## src/rtl/ervp_small_fifo_ext.sv

```systemverilog
// Register-based small FIFO with occupancy count, look-ahead ready vectors,
// programmable almost-full/empty thresholds, optional empty bypass and sticky error flags.
module ervp_small_fifo_ext #(
    parameter int unsigned BW_DATA            = 8,
    parameter int unsigned DEPTH              = 4,
    parameter int unsigned READ_READY_SIZE    = 1,
    parameter int unsigned WRITE_READY_SIZE   = 1,
    parameter int unsigned BYPASS             = 0,
    parameter int unsigned ALMOST_FULL_LEVEL  = DEPTH - 1,
    parameter int unsigned ALMOST_EMPTY_LEVEL = 1,
    localparam int unsigned BW_COUNT          = $clog2(DEPTH + 1)
) (
    input  logic                        clk,
    input  logic                        rstnn,
    input  logic                        enable,
    input  logic                        clear,
    output logic [WRITE_READY_SIZE-1:0] wready,
    output logic                        wfull,
    input  logic                        wrequest,
    input  logic [BW_DATA-1:0]          wdata,
    output logic [READ_READY_SIZE-1:0]  rready,
    output logic                        rempty,
    input  logic                        rrequest,
    output logic [BW_DATA-1:0]          rdata,
    output logic [BW_COUNT-1:0]         count,
    output logic                        almost_full,
    output logic                        almost_empty,
    output logic                        overflow,
    output logic                        underflow
);

    localparam int unsigned BW_PTR = (DEPTH > 1) ? $clog2(DEPTH) : 1;

    logic [BW_DATA-1:0]  mem_q [DEPTH];
    logic [BW_PTR-1:0]   wptr_q, wptr_d;
    logic [BW_PTR-1:0]   rptr_q, rptr_d;
    logic [BW_COUNT-1:0] count_q, count_d;
    logic                ovf_q, ovf_d;
    logic                udf_q, udf_d;
    logic                write_en;
    logic                bypass_hit;
    logic                push;
    logic                pop;
    logic                pass_through;

    // Binary pointer increment with wrap at DEPTH-1 (DEPTH need not be a power of two)
    function automatic logic [BW_PTR-1:0] ptr_inc(input logic [BW_PTR-1:0] p);
        return (32'(p) == DEPTH - 1) ? '0 : p + BW_PTR'(1);
    endfunction

    assign bypass_hit   = (BYPASS != 0) && (count_q == '0) && wrequest && !clear;
    assign push         = enable && wrequest && wready[0];
    assign pop          = enable && rrequest && rready[0];
    assign pass_through = bypass_hit && push && pop;

    // Look-ahead ready vectors decoded from occupancy; bits beyond DEPTH decode to 0
    always_comb begin
        for (int unsigned j = 0; j < WRITE_READY_SIZE; j++) begin
            wready[j] = !clear && ((32'(count_q) + j + 32'd1) <= DEPTH);
        end
        for (int unsigned j = 0; j < READ_READY_SIZE; j++) begin
            rready[j] = (32'(count_q) >= (j + 32'd1));
        end
        rready[0] = rready[0] | bypass_hit;
    end

    assign wfull        = ~wready[0];
    assign rempty       = ~rready[0];
    assign rdata        = bypass_hit ? wdata : mem_q[rptr_q];
    assign count        = count_q;
    assign almost_full  = (32'(count_q) >= ALMOST_FULL_LEVEL);
    assign almost_empty = (32'(count_q) <= ALMOST_EMPTY_LEVEL);
    assign overflow     = ovf_q;
    assign underflow    = udf_q;

    // Next-state for pointers, occupancy and error flags
    always_comb begin
        wptr_d   = wptr_q;
        rptr_d   = rptr_q;
        count_d  = count_q;
        ovf_d    = ovf_q;
        udf_d    = udf_q;
        write_en = 1'b0;
        if (enable) begin
            if (clear) begin
                wptr_d  = '0;
                rptr_d  = '0;
                count_d = '0;
                ovf_d   = 1'b0;
                udf_d   = 1'b0;
            end else begin
                if (push && !pass_through) begin
                    wptr_d   = ptr_inc(wptr_q);
                    write_en = 1'b1;
                end
                if (pop && !pass_through) begin
                    rptr_d = ptr_inc(rptr_q);
                end
                count_d = count_q + BW_COUNT'(push) - BW_COUNT'(pop);
                if (wrequest && wfull) begin
                    ovf_d = 1'b1;
                end
                if (rrequest && rempty) begin
                    udf_d = 1'b1;
                end
            end
        end
    end

    always_ff @(posedge clk or negedge rstnn) begin
        if (!rstnn) begin
            wptr_q  <= '0;
            rptr_q  <= '0;
            count_q <= '0;
            ovf_q   <= 1'b0;
            udf_q   <= 1'b0;
        end else begin
            wptr_q  <= wptr_d;
            rptr_q  <= rptr_d;
            count_q <= count_d;
            ovf_q   <= ovf_d;
            udf_q   <= udf_d;
        end
    end

    // Storage survives clear; only reset zeroes it
    always_ff @(posedge clk or negedge rstnn) begin
        if (!rstnn) begin
            for (int i = 0; i < int'(DEPTH); i++) begin
                mem_q[i] <= '0;
            end
        end else if (write_en) begin
            mem_q[wptr_q] <= wdata;
        end
    end

endmodule

```

## config.mk

```make
export PLATFORM = sky130hd
export DESIGN_NAME = ervp_small_fifo_ext
export DESIGN_NICKNAME = d
export VERILOG_FILES = /design/src/rtl/ervp_small_fifo_ext.sv
export SDC_FILE = /design/constraint.sdc
export NUM_CORES = 1
export LEC_CHECK = 0
export BUFFER_PORTS_ARGS = -buffer_cell sky130_fd_sc_hd__buf_2
export CORE_AREA = 2 2 62 64
export CTS_CLUSTER_DIAMETER = 150
export DETAILED_ROUTE_END_ITERATION = 6
export DIE_AREA = 0 0 64 66
export GPL_TIMING_DRIVEN = 0
export MAX_ROUTING_LAYER = met4
export PLACE_DENSITY_LB_ADDON = 0.2
export SLEW_MARGIN = 40
export SYNTH_ARGS = -nofsm -noshare
export SYNTH_HDL_FRONTEND = slang
export SYNTH_SLANG_ARGS = --single-unit
```

## constraint.sdc

```tcl
create_clock -name clk -period 7 [get_ports clk]
set_input_delay 0.7 -clock clk [delete_from_list [all_inputs] [get_ports clk]]
set_output_delay 0.7 -clock clk [all_outputs]
set_load 0.05 [all_outputs]
```

After elaboration in Yosys (flattened, before gate mapping)
Cells that the tools add are included.
{"block": "totals", "reg_bits": 41, "in_bits": 14, "elab_cells": 64}
{"block": "classes", "addsub": 5, "magnitude_cmp": 7, "n_eq_ne": 2, "n_mux": 20, "n_bitwise": 4, "n_reduce_logical": 17}
{"operator": "bitwise mux 32 bit", "count": 1}
{"operator": "2-to-1 mux 8 bit", "count": 3}
{"operator": "binary-select mux 8 bit (select 2 bit)", "count": 1}
{"operator": "demux 8 bit (select 2 bit)", "count": 1}
{"operator": "2-to-1 mux 2 bit", "count": 6}
{"operator": "logical AND 1 bit", "count": 8}
{"operator": "AND reduction 2 bit", "count": 4}
{"operator": "nonzero test 2 bit", "count": 4}
{"operator": "2-to-1 mux 1 bit", "count": 7}
{"operator": ">= comparator 3 bit (second input constant)", "count": 2}
{"operator": "inverter 2 -> 3 bit", "count": 2}
{"operator": "adder 2 x 1 -> 2 bit (second input constant)", "count": 2}
{"operator": "adder 3 x 1 -> 4 bit (second input constant)", "count": 1}
{"operator": "equality test 2 bit (second input constant)", "count": 2}
{"operator": "less-or-equal comparator 4 x 3 -> 1 bit (second input constant)", "count": 1}
{"operator": "adder 3 x 1 -> 3 bit", "count": 1}
{"operator": ">= comparator 3 x 1 -> 1 bit (second input constant)", "count": 1}
{"operator": ">= comparator 3 x 2 -> 1 bit (second input constant)", "count": 1}
{"operator": "less-or-equal comparator 3 x 1 -> 1 bit (second input constant)", "count": 1}
{"operator": "< comparator 3 x 1 -> 1 bit (second input constant)", "count": 1}
{"operator": "2-to-1 mux 3 bit", "count": 1}
{"operator": "subtractor 3 x 1 -> 3 bit", "count": 1}
{"operator": "inverter 1 bit", "count": 2}
{"operator": "logical NOT 1 bit", "count": 1}

Longest topological paths before layout
Gate-level depths: netlist (run 1).
{"block": "depth", "word_depth": 7, "depth_mapped": 13}

Worst setup path before layout (run 1)
OpenSTA, ideal clock, no wires.
{"block": "synth_path", "kind": "reg2out", "startpoint": "register count_q[2], in the netlist count[2]", "endpoint": "output wfull", "t_arrival_ns": 3.159, "required_time_ns": 6.300, "setup_slack_ns": 3.141, "stages_incl_launch_ff": 6, "cell_sequence": "dfrtp_1 -> inv_1 -> ha_1 -> a21oi_2 -> a211oi_1 -> inv_1"}
{"block": "synth_via", "elab_chain_cells": 4}
{"element": "start: declaration", "line_no": "37", "source": "logic [BW_COUNT-1:0] count_q, count_d;"}
{"element": "start signal: assignment", "line_no": "120", "source": "count_q <= count_d;"}
{"element": "adder 3 x 1 -> 4 bit", "line_no": "59", "source": "wready[j] = !clear && ((32'(count_q) + j + 32'd1) <= DEPTH);"}
{"element": "less-or-equal comparator 4 x 3 -> 1 bit", "line_no": "59"}
{"element": "logical AND 1 bit", "line_no": "59"}
{"element": "named net wready", "line_no": "17", "source": "output logic [WRITE_READY_SIZE-1:0] wready,"}
{"element": "inverter 1 bit", "line_no": "67", "source": "assign wfull = ~wready[0];"}
{"element": "end: declaration", "line_no": "18", "source": "output logic wfull,"}
The timed path passes the listed nets, and every way through them passes these cells.

Worst setup path in the final report (run 1)
{"block": "layout_path", "startpoint": "register count_q[1], in the netlist count[1]", "endpoint": "register count_q[2], in the netlist count[2]"}
{"block": "layout_via", "elab_chain_cells": 7}
{"element": "adder 3 x 1 -> 4 bit", "line_no": "59"}
{"element": "less-or-equal comparator 4 x 3 -> 1 bit", "line_no": "59"}
{"element": "logical AND 1 bit", "line_no": "59"}
{"element": "logical AND 1 bit", "line_no": "52", "source": "assign push = enable && wrequest && wready[0];"}
{"element": "adder 3 x 1 -> 3 bit", "line_no": "99", "source": "count_d = count_q + BW_COUNT'(push) - BW_COUNT'(pop);"}
{"element": "subtractor 3 x 1 -> 3 bit (*)", "line_no": "99"}
{"element": "2-to-1 mux 3 bit (*)", "line_no": "85", "source": "if (clear) begin"}
Mark *: on every way between the ends. The rest lies on a longest branch, timed or not.
A chain may end at the register's enable or synchronous reset.

==> results.cfg, run 1 <==
[outcome]
outcome = completed

[logic_synthesis]
ys_types = 30
yosys.area.top_type = dfrtp_1
yosys.cell_count.top_type = dfrtp_1
synth_area_um2 = 2070
netlist_instances = 148
postSynth.asyncResetShare = 1.00
synth-seq-cells = 41
synth_fp_nets = 174
synthTopCellsByCount = dfrtp_1, mux2_2, inv_1
avgSynthCellArea_um2 = 14.0
netlist_top_cells_area = dfrtp_1, mux2_2, mux4_2, ha_1, buf_6
yosys_warnings = 0
synth_ff_type = dfrtp_1
netlist.area_leader.share = 0.496
ys_seq_area_frac = 0.496
synth_edf_count = 0

[sta]
period_share = 0.436
drv_slew = 0
fmax_mhz = 328
setup_viol = 0
timing_hold_violations_final = 0
finalCriticalPeriod_ns = 3.05
setup_tns_ns = 0
worstMarginPinSlew_ns = 0.550
fin_skew_ns = 0.00537
rsz0062_at_grt = no
maxSlewHeadroom = 0.633

[place]
port_buffers = 31
dp_hpwl_um = 2760
globalplace.congestion = 0.894

[routing]
drtAntennaViolNets = 0
drt_pass1_iterations = 4
wl_per_cell_um = 16.0
drc_errors = 0
viasPerCell = 5.46
vias = 1273
routed_wl_um = 3730
drt_iter0_drc = 55

[worst_setup_path]
crit_path_start_kind = flop
cp_cell_sequence = inv_1 > nor2_1 > ha_1 > a21oi_2 > a2111oi_4 > inv_1 > ha_1 > inv_1 > ha_1 > inv_1 > fa_1 > xnor2_1 > o22ai_1
critical_path_required_ns = 7.22
endpoint_kind = flop
critPathMaxStageDelay_ns = 0.50
crit_fanout = 8
cp_slowest_cell = dfrtp_1
critPathArrivalTime_ns = 3.27
critPathMostFrequentCell = inv_1
path_class = flop to flop

[floorplan]
die_h_um = 66
die_area_um2 = 4220
core_area_um2 = 3550
initial_utilization = 0.582
rows = 22
dieWidth_um = 64
io_pins = 33

[power_and_ir_drop]
p_sw_uw = 497
swShare = 0.475
pwr-share-comb = 0.547
p_leak_nw = 1.12
p_clk_frac = 0.101
power_density_nw_per_um2 = 449
ir_drop_v = 0.000210
power.internal_uw = 548
p_seq_frac = 0.352

[final_layout]
syn_to_final_growth_pct = 12.6
layout-drive-gt1-share = 0.465
final_util = 0.655
n_antenna_cell = 0
nets = 212

[clocking]
cts_tree = done
cts.sinks = 41
clk_pin_slew_ns = 0.11
post_cts_buffers = 0
clk_latency_ns = 0.34
h-tree-depth = 2
ctsHoldBuffers = 0
cts-buffers-inserted = 5
clk_path_buf_depth = 2
cts-root-buf = clkbuf_4
cts_resized = 0

[global_route]
antenna_found_initial = 0
grt_pass1_wl_um = 6300
grt_overflow = 0
grt.total_usage = 0.208
grt_max_degree = 42
first_global_vias = 1407

[worst_hold_path]
hold_path_class = primary input to asynchronous set/reset pin

[run]
maxCapViolCount = 0
==> worst max-delay path, delay by kind of cell (launching register included) <==
kind | cells | cell delay [ns]
adders and majority gates | 4 | 1.11
AOI/OAI and AO/OA | 3 | 0.63
DFF | 1 | 0.50
buffers and inverters | 4 | 0.41
xor gates and xnor gates | 1 | 0.21
and+or+nand+nor | 1 | 0.06
==> cells in the final DEF, fill, tap and decap left out, drive strengths merged <==
cell type,instances
fa,1
ha,11
a211o,1
buf,36
o21a,1
and2,4
dfrtp,41
clkbuf,8
nand2,5
mux2,32
nand2b,2
a22o,1
a21o,1
a211oi,1
inv,12
clkinv,1
o21ai,1
nor3,1
nand3b,1
o22ai,4
o31ai,2
a21oi,4
xnor2,1
a31oi,1
and3,1
mux4,8
a2111oi,1
nor2,2
==> final cells by class <==
class,count,area (µm²)
multi-input cells,87,933
flip-flops and latches,41,1030
clock buffers,5,37.5
repair buffers,31,158
fillers,281,1220
plain buffers,8,62.6
well taps,48,60.1
inverters,12,45.0
clock inverters,1,5.00
==> power groups by stage <==
stage / clock network, mW / logic [mW] / registers [mW]
global route: 0.120 / 0.608 / 0.379
finish: 0.106 / 0.572 / 0.368
CTS: 0.109 / 0.577 / 0.369
detailed placement: 0 / 0.576 / 0.374
floorplan: 0 / 0.435 / 0.388
global placement: 0 / 0.558 / 0.364
==> kinds of logic (layout without fill, tap and decap cells) <==
family / Yosys count / in the layout / synth area share
compound gates: 18 / 18 / 0.0696
buf+inv: 20 / 57 / 0.0521
fa+ha+maj: 12 / 12 / 0.0763
simple gates: 16 / 16 / 0.0400
xor+xnor: 1 / 1 / 0.00424
mux: 40 / 40 / 0.262
flops: 41 / 41 / 0.496
==> metal layers <==
layer / up-vias / GRT usage / wire length (µm)
met2: 18 / 0.366 / 1990
li1: 599 / - / -
met4: 0 / 0.0598 / 42
met1: 651 / 0.235 / 1580
met3: 5 / 0.0528 / 117
met5: - / - / 0
==> state kept, by name, indices dropped and copies added, names as in the netlist <==
register   count
overflow       1
count          3
wptr_q         2
mem_q         32
rptr_q         2
underflow      1
==> stage by stage <==
stage / hold slack (ns) / cells / power, mW / cell area [µm²] / worst slack, ns
after detailed placement: 0.474 / 227 / 0.951 / 2280 / 3.98
after floorplan: 0.404 / 148 / 0.823 / 2070 / 3.14
final: 0.311 / 233 / 1.05 / 2330 / 3.95
after CTS: 0.325 / 233 / 1.05 / 2330 / 3.97
after global placement: 0.472 / 227 / 0.922 / 2280 / 4.14
after global routing: 0.340 / 233 / 1.11 / 2330 / 3.72
==> final timing paths <==
kind	from	endpoint	slack, ns	depth (start not counted)
setup / recovery	count[1]$_DFFE_PN0P_	count[2]$_DFFE_PN0P_	3.95	13
hold / removal	rstnn	mem_q[29]$_DFFE_PN0P_	0.31	1
setup reg to reg	count[1]$_DFFE_PN0P_	count[2]$_DFFE_PN0P_	3.95	13
hold reg to reg	overflow$_DFFE_PN0P_	overflow$_DFFE_PN0P_	0.49	1
max in group asynchronous	rstnn	count[2]$_DFFE_PN0P_	6.33	1
min in group clk	overflow$_DFFE_PN0P_	overflow$_DFFE_PN0P_	0.49	1
Note: power is estimated with default switching activity, not from simulation.
==> run 2: changes to the inputs <==
- CORE_AREA: 2 2 62 64 -> 2 2 68 70
- DIE_AREA: 0 0 64 66 -> 0 0 70 72
- clock period: 7 -> 2.8 ns (I/O delays scaled with it)
==> run 2 against run 1 <==
  * Maximum frequency up 15%
  * Total power grew to 2.7 times the previous value
  * Largest cell class unchanged
  * Register-to-register slack lost 3.8 ns
  * Utilization shrank 8.0 points
  * Largest power group unchanged
  * Critical path type unchanged
  * Critical path depth is the same
  * Sequential share of layout area fell by 2.1 points
==> results.cfg, run 2 (synthesis gave the netlist of run 1 again) <==
[sta]
period_share = 0.949
fmax_mhz = 376
finalCriticalPeriod_ns = 2.66
timing_hold_violations_final = 0
setup_viol = 0
fin_skew_ns = 0.00500
drv_slew = 0
worstMarginPinSlew_ns = 0.604
whs_ns = 0.260
maxSlewHeadroom = 0.597

[routing]
drtAntennaViolNets = 0
routed_wl_um = 3980
drt_pass1_iterations = 3
vias = 1309
wl_per_cell_um = 16.3
viasPerCell = 5.36
drt_iter0_drc = 56
drc_errors = 0

[run]
maxCapViolCount = 0

[worst_setup_path]
path_class = flop to flop
endpoint_kind = flop
critical_path_required_ns = 2.95
cp_cell_sequence = inv_1 > nor2_1 > ha_1 > a21oi_2 > a2111oi_4 > inv_1 > ha_1 > inv_1 > ha_1 > inv_1 > fa_1 > xnor2_1 > o22ai_1
crit_buf_inv = 4
crit_family = adder cells
critPathArrivalTime_ns = 2.81
critPathMostFrequentCell = inv_1
crit_fanout = 5
critPathMaxStageDelay_ns = 0.43
cp_slowest_cell = dfrtp_2
crit_path_start_kind = flop

[final_layout]
fill_cells = 367
layout-drive-gt1-share = 0.495
layout_commonest_cell = dfrtp_1
nets = 217
fin_area_um2 = 2450
instances_no_fill = 244
final_cell_mix = dfrtp_1, mux2_2, buf_2, inv_1, ha_1
final_util = 0.576
syn_to_final_growth_pct = 18.8
n_antenna_cell = 0
seqCellArea_um2 = 1030
multi_input_comb_area_um2 = 938
top_register = mem_q
largest_reg_flops = 32

[floorplan]
rows = 24
io_pins = 33
initial_utilization = 0.485
die_area_um2 = 5040
dieWidth_um = 70
die_h_um = 72
core_area_um2 = 4260

[clocking]
cts-root-buf = clkbuf_8
cts_tree = done
clk_pin_slew_ns = 0.08
h-tree-depth = 2
cts-buffers-inserted = 5
cts.sinks = 41
clk_path_buf_depth = 2
cts_resized = 0
clk_latency_ns = 0.29

[global_route]
first_global_vias = 1481
grt_overflow = 0
grt_max_degree = 42
grt_pass1_wl_um = 6870
grt.total_usage = 0.180
antenna_found_initial = 0

[place]
dpl.cell_count = 231
port_buffers = 31
dp_hpwl_um = 2820
globalplace.congestion = 0.765
place_area_um2 = 2300

[power_and_ir_drop]
ir_drop_v = 0.000739
p_clk_frac = 0.169
swShare = 0.442
p_leak_nw = 1.18
power_density_nw_per_um2 = 1170
pwr-share-comb = 0.512
power.internal_mw = 1.60
p_sw_mw = 1.27
p_seq_frac = 0.319

[outcome]
outcome = completed

[worst_hold_path]
hold_path_class = primary input to flop
==> run 2: metrics by stage <==
step	setup WS [ns]	setup TNS, ns	total power [mW]
after CTS	0.0614	0	2.88
after global placement	-0.0713	-0.0813	2.32
after global routing	-0.00759	-0.00759	3.03
after detailed placement	-0.122	-0.179	2.39
final	0.142	0	2.86
after floorplan	0.00356	0	2.06
==> run 2: repair_timing <==
item,4_1_cts,5_1_grt
hold endpoints to repair,41,0
setup buffers,1,3
endpoints found under the setup margin,2,2
pin swaps,1,0
hold buffers,1,0
==> run 2: worst paths after layout <==
check / endpoint / from / slack, ns / depth (start not counted)
max: count[2]$_DFFE_PN0P_ / count[0]$_DFFE_PN0P_ / 0.14 / 13
min: mem_q[26]$_DFFE_PN0P_ / wdata[2] / 0.26 / 2
max reg2reg: count[2]$_DFFE_PN0P_ / count[0]$_DFFE_PN0P_ / 0.14 / 13
min reg2reg: overflow$_DFFE_PN0P_ / overflow$_DFFE_PN0P_ / 0.50 / 1
max in group asynchronous: count[2]$_DFFE_PN0P_ / rstnn / 1.91 / 2
min in group asynchronous: mem_q[26]$_DFFE_PN0P_ / rstnn / 0.50 / 2
==> run 2: layer usage <==
| metal | vias to the layer above | GRT usage | wire (µm) |
|---|---|---|---|
| met5 | - | - | 0 |
| met4 | 0 | 0.0449 | 38 |
| met3 | 7 | 0.0458 | 142 |
| met2 | 25 | 0.343 | 2160 |
| met1 | 664 | 0.187 | 1640 |
| li1 | 613 | - | - |
==> run 2: cell type report <==
| class | instances | area share |
|---|---|---|
| sequential | 41 | 0.419 |
| timing repair buffer | 36 | 0.0805 |
| clock buffer | 7 | 0.0352 |
| tap | 52 | 0.0265 |
| inverter | 12 | 0.0183 |
| buffer | 8 | 0.0255 |
| multi-input combinational | 87 | 0.382 |
| clock inverter | 1 | 0.0122 |
==> run 2: power by group through the flow <==
| stage | logic, mW | clock network (mW) | registers (mW) |
|---|---|---|---|
| after detailed placement | 1.45 | 0 | 0.938 |
| after global routing | 1.56 | 0.524 | 0.941 |
| after CTS | 1.45 | 0.496 | 0.929 |
| final | 1.47 | 0.483 | 0.913 |
| after floorplan | 1.09 | 0 | 0.973 |
| after global placement | 1.41 | 0 | 0.913 |
